===== config.mk =====
export PLATFORM = sky130hd
export DESIGN_NAME = spi_word_slave
export DESIGN_NICKNAME = d
export VERILOG_FILES = /design/src/rtl/spi_word_slave_pkg.sv /design/src/rtl/spi_word_slave_sync_edge.sv /design/src/rtl/spi_word_slave.sv
export SDC_FILE = /design/constraint.sdc
export NUM_CORES = 1
export LEC_CHECK = 0
export ABC_AREA = 0
export CAP_MARGIN = 10
export CELL_PAD_IN_SITES_DETAIL_PLACEMENT = 0
export CELL_PAD_IN_SITES_GLOBAL_PLACEMENT = 2
export CORE_MARGIN = 3
export CORE_UTILIZATION = 34
export DETAILED_ROUTE_END_ITERATION = 16
export GPL_ROUTABILITY_DRIVEN = 0
export PLACE_DENSITY_LB_ADDON = 0.12
export SLEW_MARGIN = 20
export SYNTH_ARGS = -nofsm -noshare
export SYNTH_HDL_FRONTEND = slang
export SYNTH_SLANG_ARGS = --single-unit

===== constraint.sdc =====
create_clock -name clk -period 2.2 [get_ports clk]
set_input_delay 0.22 -clock clk [delete_from_list [all_inputs] [get_ports clk]]
set_output_delay 0.22 -clock clk [all_outputs]
set_load 0.03 [all_outputs]

===== src/rtl/spi_word_slave_pkg.sv =====
// Shared types and default frame geometry for the SPI word slave.
package spi_word_slave_pkg;

   typedef enum logic [1:0] {
      IDLE = 2'd0,
      HDR  = 2'd1,
      DATA = 2'd2,
      DONE = 2'd3
   } state_t;

   localparam int HDR_W_DEF      = 16;
   localparam int DATA_W_DEF     = 32;
   localparam int FRAME_BITS_DEF = HDR_W_DEF + DATA_W_DEF;

endpackage


===== src/rtl/spi_word_slave_sync_edge.sv =====
// Input synchroniser plus one history flop for edge detection (module spi_sync_edge).
module spi_sync_edge #(
   parameter int SYNC_STAGES = 2
) (
   input  logic clk,
   input  logic d,
   output logic level,
   output logic rise,
   output logic fall
);

   logic [SYNC_STAGES-1:0] sync_q;
   logic                   prev_q;

   // No reset: the chain simply tracks the pin, and prev_q follows level so
   // no phantom edge appears when the controller leaves reset.
   always_ff @(posedge clk) begin
      sync_q <= {sync_q[SYNC_STAGES-2:0], d};
      prev_q <= sync_q[SYNC_STAGES-1];
   end

   assign level = sync_q[SYNC_STAGES-1];
   assign rise  = level & ~prev_q;
   assign fall  = ~level & prev_q;

endmodule


===== src/rtl/spi_word_slave.sv =====
// Oversampling mode-0 SPI slave splitting 48-bit frames into header and data words.
// Optional back-to-back frames under one chip select: define SPI_WORD_SLAVE_MULTIFRAME_EN.
//
// state | meaning
// IDLE  | chip select high, waiting for its falling edge
// HDR   | shifting header bits in on sclk rises
// DATA  | shifting data bits in, response bits out on sclk falls
// DONE  | frame finished or reset mid-frame; wait for chip select high
module spi_word_slave
   import spi_word_slave_pkg::*;
#(
   parameter int SYNC_STAGES = 2,
   parameter int HDR_W       = HDR_W_DEF,
   parameter int DATA_W      = DATA_W_DEF
) (
   input  logic              clk,
   input  logic              reset,
   input  logic              _cs_i,
   input  logic              sclk_i,
   input  logic              mosi_i,
   output logic              miso_o,
   output logic              miso_oe,
   output logic [HDR_W-1:0]  hdr_o,
   output logic              hdr_valid,
   input  logic [DATA_W-1:0] rsp_i,
   output logic [DATA_W-1:0] data_o,
   output logic              data_valid,
   output logic              frame_abort,
   output logic              busy
);

`ifdef SPI_WORD_SLAVE_MULTIFRAME_EN
   localparam bit MULTIFRAME = 1'b1;
`else
   localparam bit MULTIFRAME = 1'b0;
`endif

   localparam logic [5:0] HDR_LAST   = 6'(HDR_W - 1);
   localparam logic [5:0] FRAME_LAST = 6'(HDR_W + DATA_W - 1);
   localparam logic [5:0] DATA_FIRST = 6'(HDR_W);

   logic cs_level, cs_rise, cs_fall;
   logic sclk_level, sclk_rise, sclk_fall;
   logic mosi_level, mosi_rise, mosi_fall;
   logic unused_edges;

   spi_sync_edge #(.SYNC_STAGES(SYNC_STAGES)) u_sync_cs (
      .clk(clk), .d(_cs_i), .level(cs_level), .rise(cs_rise), .fall(cs_fall));
   spi_sync_edge #(.SYNC_STAGES(SYNC_STAGES)) u_sync_sclk (
      .clk(clk), .d(sclk_i), .level(sclk_level), .rise(sclk_rise), .fall(sclk_fall));
   spi_sync_edge #(.SYNC_STAGES(SYNC_STAGES)) u_sync_mosi (
      .clk(clk), .d(mosi_i), .level(mosi_level), .rise(mosi_rise), .fall(mosi_fall));

   assign unused_edges = ^{sclk_level, mosi_rise, mosi_fall};

   state_t            state_q, state_d;
   logic [5:0]        bitcnt_q, bitcnt_d;
   logic [HDR_W-1:0]  hdr_sh_q, hdr_sh_d, hdr_d;
   logic [DATA_W-1:0] data_sh_q, data_sh_d, data_d;
   logic [DATA_W-1:0] rsp_sh_q, rsp_sh_d;
   logic              hdr_v_d, data_v_d, abort_d;

   always_ff @(posedge clk) begin
      if (reset) begin
         state_q     <= cs_level ? IDLE : DONE;
         bitcnt_q    <= '0;
         hdr_sh_q    <= '0;
         data_sh_q   <= '0;
         rsp_sh_q    <= '0;
         hdr_o       <= '0;
         data_o      <= '0;
         hdr_valid   <= 1'b0;
         data_valid  <= 1'b0;
         frame_abort <= 1'b0;
         miso_o      <= 1'b0;
         miso_oe     <= 1'b0;
      end else begin
         state_q     <= state_d;
         bitcnt_q    <= bitcnt_d;
         hdr_sh_q    <= hdr_sh_d;
         data_sh_q   <= data_sh_d;
         rsp_sh_q    <= rsp_sh_d;
         hdr_o       <= hdr_d;
         data_o      <= data_d;
         hdr_valid   <= hdr_v_d;
         data_valid  <= data_v_d;
         frame_abort <= abort_d;
         miso_o      <= (state_q == DATA) ? rsp_sh_q[DATA_W-1] : 1'b0;
         miso_oe     <= ~cs_level;
      end
   end

   always_comb begin
      state_d   = state_q;
      bitcnt_d  = bitcnt_q;
      hdr_sh_d  = hdr_sh_q;
      data_sh_d = data_sh_q;
      rsp_sh_d  = rsp_sh_q;
      hdr_d     = hdr_o;
      data_d    = data_o;
      hdr_v_d   = 1'b0;
      data_v_d  = 1'b0;
      abort_d   = 1'b0;

      case (state_q)
         IDLE: begin
            if (cs_fall) begin
               state_d   = HDR;
               bitcnt_d  = '0;
               hdr_sh_d  = '0;
               data_sh_d = '0;
            end
         end
         HDR: begin
            if (sclk_rise) begin
               hdr_sh_d = {hdr_sh_q[HDR_W-2:0], mosi_level};
               bitcnt_d = bitcnt_q + 6'd1;
               if (bitcnt_q == HDR_LAST) begin
                  hdr_d    = hdr_sh_d;
                  hdr_v_d  = 1'b1;
                  rsp_sh_d = '0;
                  state_d  = DATA;
               end
            end
         end
         DATA: begin
            if (sclk_rise) begin
               data_sh_d = {data_sh_q[DATA_W-2:0], mosi_level};
               bitcnt_d  = bitcnt_q + 6'd1;
               if (bitcnt_q == FRAME_LAST) begin
                  data_d   = data_sh_d;
                  data_v_d = 1'b1;
                  if (MULTIFRAME) begin
                     state_d  = HDR;
                     bitcnt_d = '0;
                  end else begin
                     state_d = DONE;
                  end
               end
            end else if (sclk_fall) begin
               // No rise seen yet in DATA means this is the load fall.
               rsp_sh_d = (bitcnt_q == DATA_FIRST) ? rsp_i : {rsp_sh_q[DATA_W-2:0], 1'b0};
            end
         end
         DONE: begin
            if (cs_rise) state_d = IDLE;
         end
         default: state_d = IDLE;
      endcase

      // Chip select release is applied after any coincident sclk edge.
      if (cs_rise && (state_q == HDR || state_q == DATA)) begin
         state_d = IDLE;
         abort_d = !data_v_d &&
                   !(MULTIFRAME && state_q == HDR && bitcnt_q == '0 && !sclk_rise);
      end
   end

   assign busy = (state_q != IDLE);

endmodule


# Word level (Yosys, flattened, before mapping)
# Cells that the tools add are included.
dict set report op_classes {
  n_addsub 1
  n_eq_ne 19
  mux 29
  n_bitwise 12
  n_reduce_logical 20
}
# cell count
set op_table {}
lappend op_table {{32-bit two-way mux} 5}
lappend op_table {{32-bit case mux with 2 select lines} 1}
lappend op_table {{31-bit two-way mux} 2}
lappend op_table {{31-bit case mux with 2 select lines} 1}
lappend op_table {{15-bit two-way mux} 2}
lappend op_table {{15-bit case mux with 2 select lines} 1}
lappend op_table {{2-bit two-way mux} 9}
lappend op_table {{3-bit AND reduction} 5}
lappend op_table {{6-bit two-way mux} 2}
lappend op_table {{2-bit inequality test (second input constant)} 6}
lappend op_table {{4-bit by 3-bit inequality test with 1-bit output (second input constant)} 3}
lappend op_table {{6-bit case mux with 2 select lines} 1}
lappend op_table {{2-bit nonzero test} 5}
lappend op_table {{4-bit inequality test (second input constant)} 2}
lappend op_table {{1-bit inverter} 8}
lappend op_table {{2-bit case mux with 4 select lines} 1}
lappend op_table {{6-bit by 1-bit adder with 6-bit output (second input constant)} 1}
lappend op_table {{6-bit by 4-bit == test with 1-bit output (second input constant)} 1}
lappend op_table {{6-bit by 5-bit == test with 1-bit output (second input constant)} 1}
lappend op_table {{6-bit == test (second input constant)} 1}
lappend op_table {{6-bit AND reduction} 1}
lappend op_table {{2-bit OR reduction} 3}
lappend op_table {{5-bit AND reduction} 1}
lappend op_table {{1-bit AND} 4}
lappend op_table {{other kinds (10)} 14}
dict set report totals {
  ff_bits 147
  input_bits 37
  output_inout_bits 54
  elab_cells 98
}

# Logic depth before layout (Yosys ltp)
# Gate-level depths: netlist of the first run.
dict set report logic_depth {
  ltp_word 6
  ltp_mapped 8
  depth_no_buf 6
}

# Hierarchy
# Synthesis of the first run repeated with hierarchy kept, for this count alone.
dict set report hier_totals {
  hier_cells 524
  area_unflattened_um2 5794.3
}
# mod n_inst cells_per_inst area_per_inst_um2 seq_area_each_um2
set by_module_without_submodules {}
lappend by_module_without_submodules {spi_word_slave 1 509 5569.1 2802.7}
lappend by_module_without_submodules {spi_sync_edge 3 5 75.1 60.1}

# Worst setup path after synthesis of the first run
# No wires, ideal clock.
dict set report synth_timing {
  path_kind {register to register}
  start {register state_q[0]}
  end {register bitcnt_q[5]}
  setup_ns 0.070
  arrival_time_ns 1.950
  t_required_ns 2.130
  path_slack_ns 0.181
  stages_incl_launch_ff 7
  path_buffers 1
  synth_period_minus_slack_ns 2.019
  cell_sequence {edfxtp_1 > inv_1 > ha_1 > clkbuf_1 > a221o_1 > or4_1 > a21oi_1}
}
dict set report synth_via {
  elab_chain_cells 4
  word_cells_on_any_way 9
  classes_between {eq/ne: 4; mux: 1; reduce/logical: 4}
}
# item line_no
set synth_lines {}
lappend synth_lines {{start: declaration} spi_word_slave.sv:56} ;# state_t state_q, state_d;
lappend synth_lines {{start signal: assignment} spi_word_slave.sv:65} ;# state_q <= cs_level ? IDLE : DONE;
lappend synth_lines {{start signal: assignment} spi_word_slave.sv:78} ;# state_q <= state_d;
lappend synth_lines {{2-bit == test / 2-bit by 1-bit == test with 1-bit output (equally long branches)} spi_word_slave.sv:105} ;# case (state_q)
lappend synth_lines {{2-bit OR reduction (no source line)} -}
lappend synth_lines {{2-bit by 1-bit inequality test with 1-bit output (no source line) / 2-bit nonzero test (equally long branches)} -}
lappend synth_lines {{3-bit AND reduction (no source line)} -}
lappend synth_lines {{end signal: assignment} spi_word_slave.sv:79} ;# bitcnt_q <= bitcnt_d;
lappend synth_lines {{end: declaration} spi_word_slave.sv:57} ;# logic [5:0] bitcnt_q, bitcnt_d;
# Parallel ways exist; a longest one is shown, timed or not.
# A chain may end at the register's enable or synchronous reset.

# Final worst setup path of the first run
dict set report layout_timing {
  start {register state_q[0]}
  end {register data_sh_q[12]}
}
dict set report layout_via {
  elab_chain_cells 3
  word_cells_on_any_way 7
  classes_between {eq/ne: 3; mux: 1; reduce/logical: 3}
}
# item line_no
set layout_lines {}
lappend layout_lines {{2-bit == test / 2-bit logical NOT (equally long branches)} spi_word_slave.sv:105}
lappend layout_lines {{2-bit inequality test (no source line) / 2-bit nonzero test (equally long branches)} -}
lappend layout_lines {{3-bit AND reduction (no source line)} -}
lappend layout_lines {{end signal: assignment} spi_word_slave.sv:81} ;# data_sh_q <= data_sh_d;
lappend layout_lines {{end: declaration} spi_word_slave.sv:59} ;# logic [DATA_W-1:0] data_sh_q, data_sh_d, data_d;
# Parallel ways exist; a longest one is shown, timed or not.

==> results of run 1 <==
-- logic make-up after synthesis --
kind of cell / share of synthesized area (%)
fa+ha+maj: 1.74
simple gates: 13.4
compound gates: 12.9
flops: 51.6
mux: 16.4
buf+inv: 3.86
-- through the flow --
stage | setup TNS (ps) | power, mW | utilization, % | std cells | area [µm²]
after floorplan | 0 | 3.82 | - | 534 | 5740
after global placement | 0 | 4.26 | 42.6 | 815 | 6890
after detailed placement | 0 | 4.28 | 42.6 | 815 | 6890
after CTS | 0 | 7.14 | 46.2 | 847 | 7480
after global routing | -27.0 | 7.50 | 46.5 | 850 | 7520
final | 0 | 7.13 | 46.5 | 850 | 7520
-- routing by layer --
metal | GRT usage, % | wire (µm) | up-vias
li1 | - | - | 2054
met1 | 18.2 | 5970 | 1878
met2 | 20.5 | 5560 | 81
met3 | 4.15 | 547 | 7
met4 | 3.70 | 153 | 0
met5 | 0 | 0 | -
-- worst max-delay path, delay by kind of cell (launching register included) --
family	cells	cell delay (ps)
buf+inv	4	660
flops	1	440
fa+ha+maj	1	250
compound gates	1	200
mux	1	190
simple gates	2	150
-- flip-flops by register name, summed over array words and instances (netlist names), 2 cells and up --
| signal | count |
|---|---|
| u_sync_sclk.sync_q | 2 |
| data_o | 32 |
| state_q | 2 |
| bitcnt_q | 6 |
| hdr_sh_q | 15 |
| hdr_o | 16 |
| rsp_sh_q | 32 |
| u_sync_cs.sync_q | 2 |
| data_sh_q | 31 |
| u_sync_mosi.sync_q | 2 |
-- area by class of cell --
type / instances / share of cell area [%]
Clock buffer: 19 / 6.02
Clock inverter: 13 / 1.76
Inverter: 8 / 0.399
Multi-Input combinational cell: 341 / 34.4
Sequential cell: 147 / 39.4
Tap cell: 216 / 3.59
Timing Repair Buffer: 106 / 14.4
-- report_power, final --
group          switching [mW]  internal (mW)  leakage, nW  total (mW)
logic                   0.861          0.680         1.31        1.54
clock network            1.10           1.73        0.289        2.82
registers              0.0414           2.72         1.19        2.77
-- cells in the final DEF (no fill, tap or decap), types with 2 or more instances in the layout --
| cell | synthesis | final |
|---|---|---|
| ha_1 | 8 | 6 |
| o2bb2ai_1 | 32 | 32 |
| dfxtp_1 | 145 | 145 |
| or4_1 | 2 | 2 |
| clkbuf_8 | 0 | 2 |
| clkbuf_16 | 0 | 18 |
| clkinvlp_4 | 0 | 2 |
| a21oi_1 | 8 | 8 |
| clkinv_4 | 0 | 2 |
| and2_1 | 46 | 46 |
| nand2b_1 | 6 | 6 |
| nand2_1 | 7 | 7 |
| bufinv_16 | 0 | 2 |
| nor2_1 | 69 | 69 |
| clkinv_2 | 0 | 5 |
| a221o_1 | 2 | 2 |
| ha_2 | 0 | 2 |
| nand3b_1 | 3 | 3 |
| buf_12 | 0 | 4 |
| nor2b_1 | 2 | 2 |
| a22oi_2 | 1 | 2 |
| or3_1 | 2 | 2 |
| inv_1 | 8 | 8 |
| or4b_1 | 2 | 2 |
| clkdlybuf4s50_1 | 0 | 88 |
| o21ai_0 | 4 | 4 |
| a22o_1 | 32 | 32 |
| buf_4 | 4 | 11 |
| edfxtp_1 | 2 | 2 |
| nand3_1 | 4 | 4 |
| mux2i_1 | 94 | 94 |
-- Yosys cell counts (2+ instances only) --
cell type,instances
or3_1,2
a31oi_1,2
edfxtp_1,2
inv_1,8
nand3_1,4
a221o_1,2
nor2b_1,2
ha_1,8
nand3b_1,3
a21oi_1,8
o2bb2ai_1,32
and2_1,46
mux2i_1,94
buf_4,4
nor2_1,69
dfxtp_1,145
nand2b_1,6
or4_1,2
or4b_1,2
buf_2,9
nand2_1,7
clkbuf_1,20
o21ai_0,4
a22o_1,32
buf_1,2
buf_6,3
-- timing repair --
item,4_1_cts,5_1_grt
pin swaps,0,1
gates resized for setup,2,1
setup buffers,0,2
endpoints found under the setup margin,1,8
gates cloned,0,1
-- final timing paths --
path	slack, ps	to	cells after the start	start
setup / recovery	170	data_sh_q[12]	9	state_q[0]
hold reg to reg	330	u_sync_sclk.sync_q[1]	0	u_sync_sclk.sync_q[0]
setup reg to reg	170	data_sh_q[12]	9	state_q[0]
hold / removal	250	bitcnt_q[2]	2	reset
==> flow_summary.toml, run 1 <==
[timing]
relSlewSlack_pct = 34.9
finalCriticalPeriod_ps = 2030
worstMarginPinSlew_ps = 976
finalCritPeriodShare_pct = 92.4
skew_ps = 9.26
holdWs_ps = 252
drv_slew = 0
setup_ws_ps = 166
maxClockFrequency_mhz = 492
finalSetupViolCount = 0
hold_violations = 0

[clock_tree]
cts_tree = "yes"
cts_made_buffers = 17
htree_levels = 4
ctsHoldBuffers = 0
cts-root-buf = "clkbuf_16"
cts_buffer_depth = 2
clock-sinks = 147
insertion_delay_ps = 410
cts.clk_slew.worst_paths_ps = 60

[routing]
wl_per_cell_um = 14.4
drtIter0Drc = 191
vias = 4020
dr.pass1.iters = 5
final_antenna_net_count = 0
drc = 0
viasPerCell = 4.73
finalWirelength_mm = 12.2

[setup_path]
cp_max_fo = 15
critPathLaunchType = "flip-flop"
crit_chain = "inv_1 -> ha_2 -> buf_4 -> nand3b_1 -> a22oi_2 -> buf_4 -> clkbuf_16 -> mux2i_1 -> nor2_1"
crit_path_frequent_cell = "buf_4"
slowest_delay_ps = 440
cp_slowest_cell = "edfxtp_1"
crit_path_end_kind = "flip-flop"
crit_arrival_ps = 2310
path_class = "flip-flop to flip-flop"
critical_path_required_ps = 2480

[synthesis]
yosys-top-cells-area = "dfxtp_1 51%, mux2i_1 16%, and2_1 5.0%"
synth_nets = 579
syn_inst = 534
yosysWarnings = 0
yosys.cell_types.count = 42
synth_ff_type = "dfxtp_1"
yosysSeqAreaShare_pct = 51.6
synth.avg_cell_area_um2 = 10.8
syn-cell-area_mm2 = 0.00574
ys_seq_elements = 147
yosysTopAreaCellShare_pct = 50.6
yosys.area.top_type = "dfxtp_1"
ys_async_sr_fraction_pct = 0
synth_edf_count = 2

[layout]
drive_above_1_share_pct = 9.31
finalNetCount = 666
area_delta_synth_final_pct = 31.0
multiInputGateArea_mm2 = 0.00259
seq_area_mm2 = 0.00296
n_antenna_cell = 0
n_fill_cell = 1523

[pwr]
p_per_area_mw_per_mm2 = 948
p_leak_nw = 2.79
peakVddDrop_uv = 690

[global_route]
grt_max_degree = 34
grt_pass1_vias = 3864
grtUsageTotal_pct = 13.4
grt_pass1_wl_mm = 19.8
overflow = 0
antenna_found_initial = 0

[job]
timing.max_cap.violations = 0

[die]
die_w_um = 136
rows = 46
die_area_mm2 = 0.0185
die_y_um = 136
start_util_pct = 35.5
coreArea_mm2 = 0.0162
ioPinCount = 91

[worst_hold_path]
holdCritPathClass = "primary input to flip-flop"

[placed_design]
port_buffers = 90
place_ws_ps = 113
place.detailed.hpwl_mm = 7.60

[outcome]
status = "complete, no violations"
No activity file was read; power rests on OpenSTA's default activity.
==> inputs of run 2 (changes only) <==
--- a/config.mk
+++ b/config.mk
@@ -13,6 +13,7 @@
 export CORE_UTILIZATION = 34
 export DETAILED_ROUTE_END_ITERATION = 16
 export GPL_ROUTABILITY_DRIVEN = 0
+export MAX_ROUTING_LAYER = met4
 export PLACE_DENSITY_LB_ADDON = 0.12
 export SLEW_MARGIN = 20
 export SYNTH_ARGS = -nofsm -noshare
==> run 2 against run 1 <==
Effect of this change:
- final cell count is the same
- register-to-register slack about the same
- clock skew about the same
- setup slack got worse by 6.8 ps
- core utilization is the same
- critical path depth did not move
- die area unchanged
- first-iteration DRC count did not move
- sequential share of layout area unchanged
- highest routed layer unchanged
==> flow_summary.toml, run 2 (synthesized netlist as in run 1, its figures left out) <==
[outcome]
status = "complete, no violations"

[clock_tree]
cts.clk_slew.worst_paths_ps = 60
cts_tree = "yes"
insertion_delay_ps = 410
cts_buffer_depth = 2
cts-root-buf = "clkbuf_16"
htree_levels = 4
ctsHoldBuffers = 0
clock-sinks = 147
cts_made_buffers = 17

[layout]
area_delta_synth_final_pct = 31.0
final_common_cell = "dfxtp_1"
reg_top3 = "data_o (32), rsp_sh_q (32), data_sh_q (31)"
drive_above_1_share_pct = 9.31
finalNetCount = 666
final_cell_mix = "145 x dfxtp_1, 94 x mux2i_1, 88 x clkdlybuf4s50_1"
postLayoutCoreUtil_pct = 46.5
n_antenna_cell = 0
final_cells = 850

[timing]
maxClockFrequency_mhz = 490
drv_slew = 0
skew_ps = 9.09
finalSetupViolCount = 0
hold_violations = 0
finalCritPeriodShare_pct = 92.7
holdWs_ps = 253
finalCriticalPeriod_ps = 2040
relSlewSlack_pct = 35.2
worstMarginPinSlew_ps = 972

[pwr]
p_leak_nw = 2.79
p_per_area_mw_per_mm2 = 949
peakVddDrop_uv = 692

[routing]
viasPerCell = 4.74
finalWirelength_mm = 12.3
drtIter0Drc = 191
drc = 0
wl_per_cell_um = 14.4
final_antenna_net_count = 0
vias = 4028
dr.pass1.iters = 4

[die]
ioPinCount = 91
die_area_mm2 = 0.0185
rows = 46
die_y_um = 136
start_util_pct = 35.5
coreArea_mm2 = 0.0162
die_w_um = 136

[setup_path]
path_class = "flip-flop to flip-flop"
critical_path_required_ps = 2480
cp_max_fo = 15
critPathLaunchType = "flip-flop"
crit_path_end_kind = "flip-flop"
crit_arrival_ps = 2320

[placed_design]
dp.cells = 815
place.detailed.hpwl_mm = 7.60
port_buffers = 90

[global_route]
grt_pass1_vias = 3863
grt_pass1_wl_mm = 19.8
overflow = 0
grtUsageTotal_pct = 13.8
antenna_found_initial = 0
grt_max_degree = 34

[job]
timing.max_cap.violations = 0

[worst_hold_path]
holdCritPathClass = "primary input to flip-flop"
[run 2: cell counts in the layout (fill, tap and decap cells not counted)]
Identical to the previous run, type by type.
[run 2: area by class of cell]
type | instances | area [µm²]
Fill cell | 1523 | 8650
Sequential cell | 147 | 2960
Multi-Input combinational cell | 341 | 2590
Timing Repair Buffer | 106 | 1080
Clock buffer | 19 | 453
Tap cell | 216 | 270
Clock inverter | 13 | 133
Inverter | 8 | 30.0
[run 2: what timing repair did]
action	CTS	global route
pin swaps	0	1
buffers inserted	0	2
cloned	0	1
setup endpoints to repair	1	8
resized for setup	2	1
[run 2: layer usage]
layer | GRT usage (%) | part of all wire (%) | vias to the layer above | wire (µm)
li1 | - | - | 2051 | -
met1 | 18.4 | 49 | 1897 | 6070
met2 | 20.5 | 46 | 73 | 5590
met3 | 4.03 | 4.2 | 7 | 514
met4 | 3.70 | 0.79 | 0 | 97
met5 | - | 0 | - | 0
[run 2: report_power, final]
| group | leakage, nW | switching, mW | total [mW] | internal (mW) |
|---|---|---|---|---|
| Clock | 0.289 | 1.10 | 2.83 | 1.73 |
| Sequential | 1.19 | 0.0413 | 2.76 | 2.72 |
| Combinational | 1.31 | 0.865 | 1.54 | 0.680 |
[run 2: path summary, 6_finish.rpt]
path | end | start | slack (ps) | depth (start not counted)
worst max-delay path | data_sh_q[12] | state_q[0] | 160 | 9
worst min-delay path | bitcnt_q[2] | reset | 250 | 2
worst max register to register | data_sh_q[12] | state_q[0] | 160 | 9
worst min register to register | u_sync_sclk.sync_q[1] | u_sync_sclk.sync_q[0] | 330 | 0
[run 2: critical path, cell delays in order (launching register included)]
cell and delay, ps:
edfxtp_1 440, inv_1 140, ha_2 250, buf_4 170, nand3b_1 100, a22oi_2 210, buf_4 170, clkbuf_16 190
mux2i_1 190, nor2_1 50
[run 2: per-stage QoR]
| step | area [µm²] | power (mW) | worst slack [ps] | TNS [ps] |
|---|---|---|---|---|
| 6_report | 7520 | 7.14 | 160 | 0 |
| 5_1_grt | 7520 | 7.50 | -19.6 | -27.8 |
| 4_1_cts | 7480 | 7.14 | 153 | 0 |
| 3_5_place_dp | 6890 | 4.28 | 113 | 0 |
| 3_3_place_gp | 6890 | 4.26 | 190 | 0 |
| 2_1_floorplan | 5740 | 3.82 | 181 | 0 |
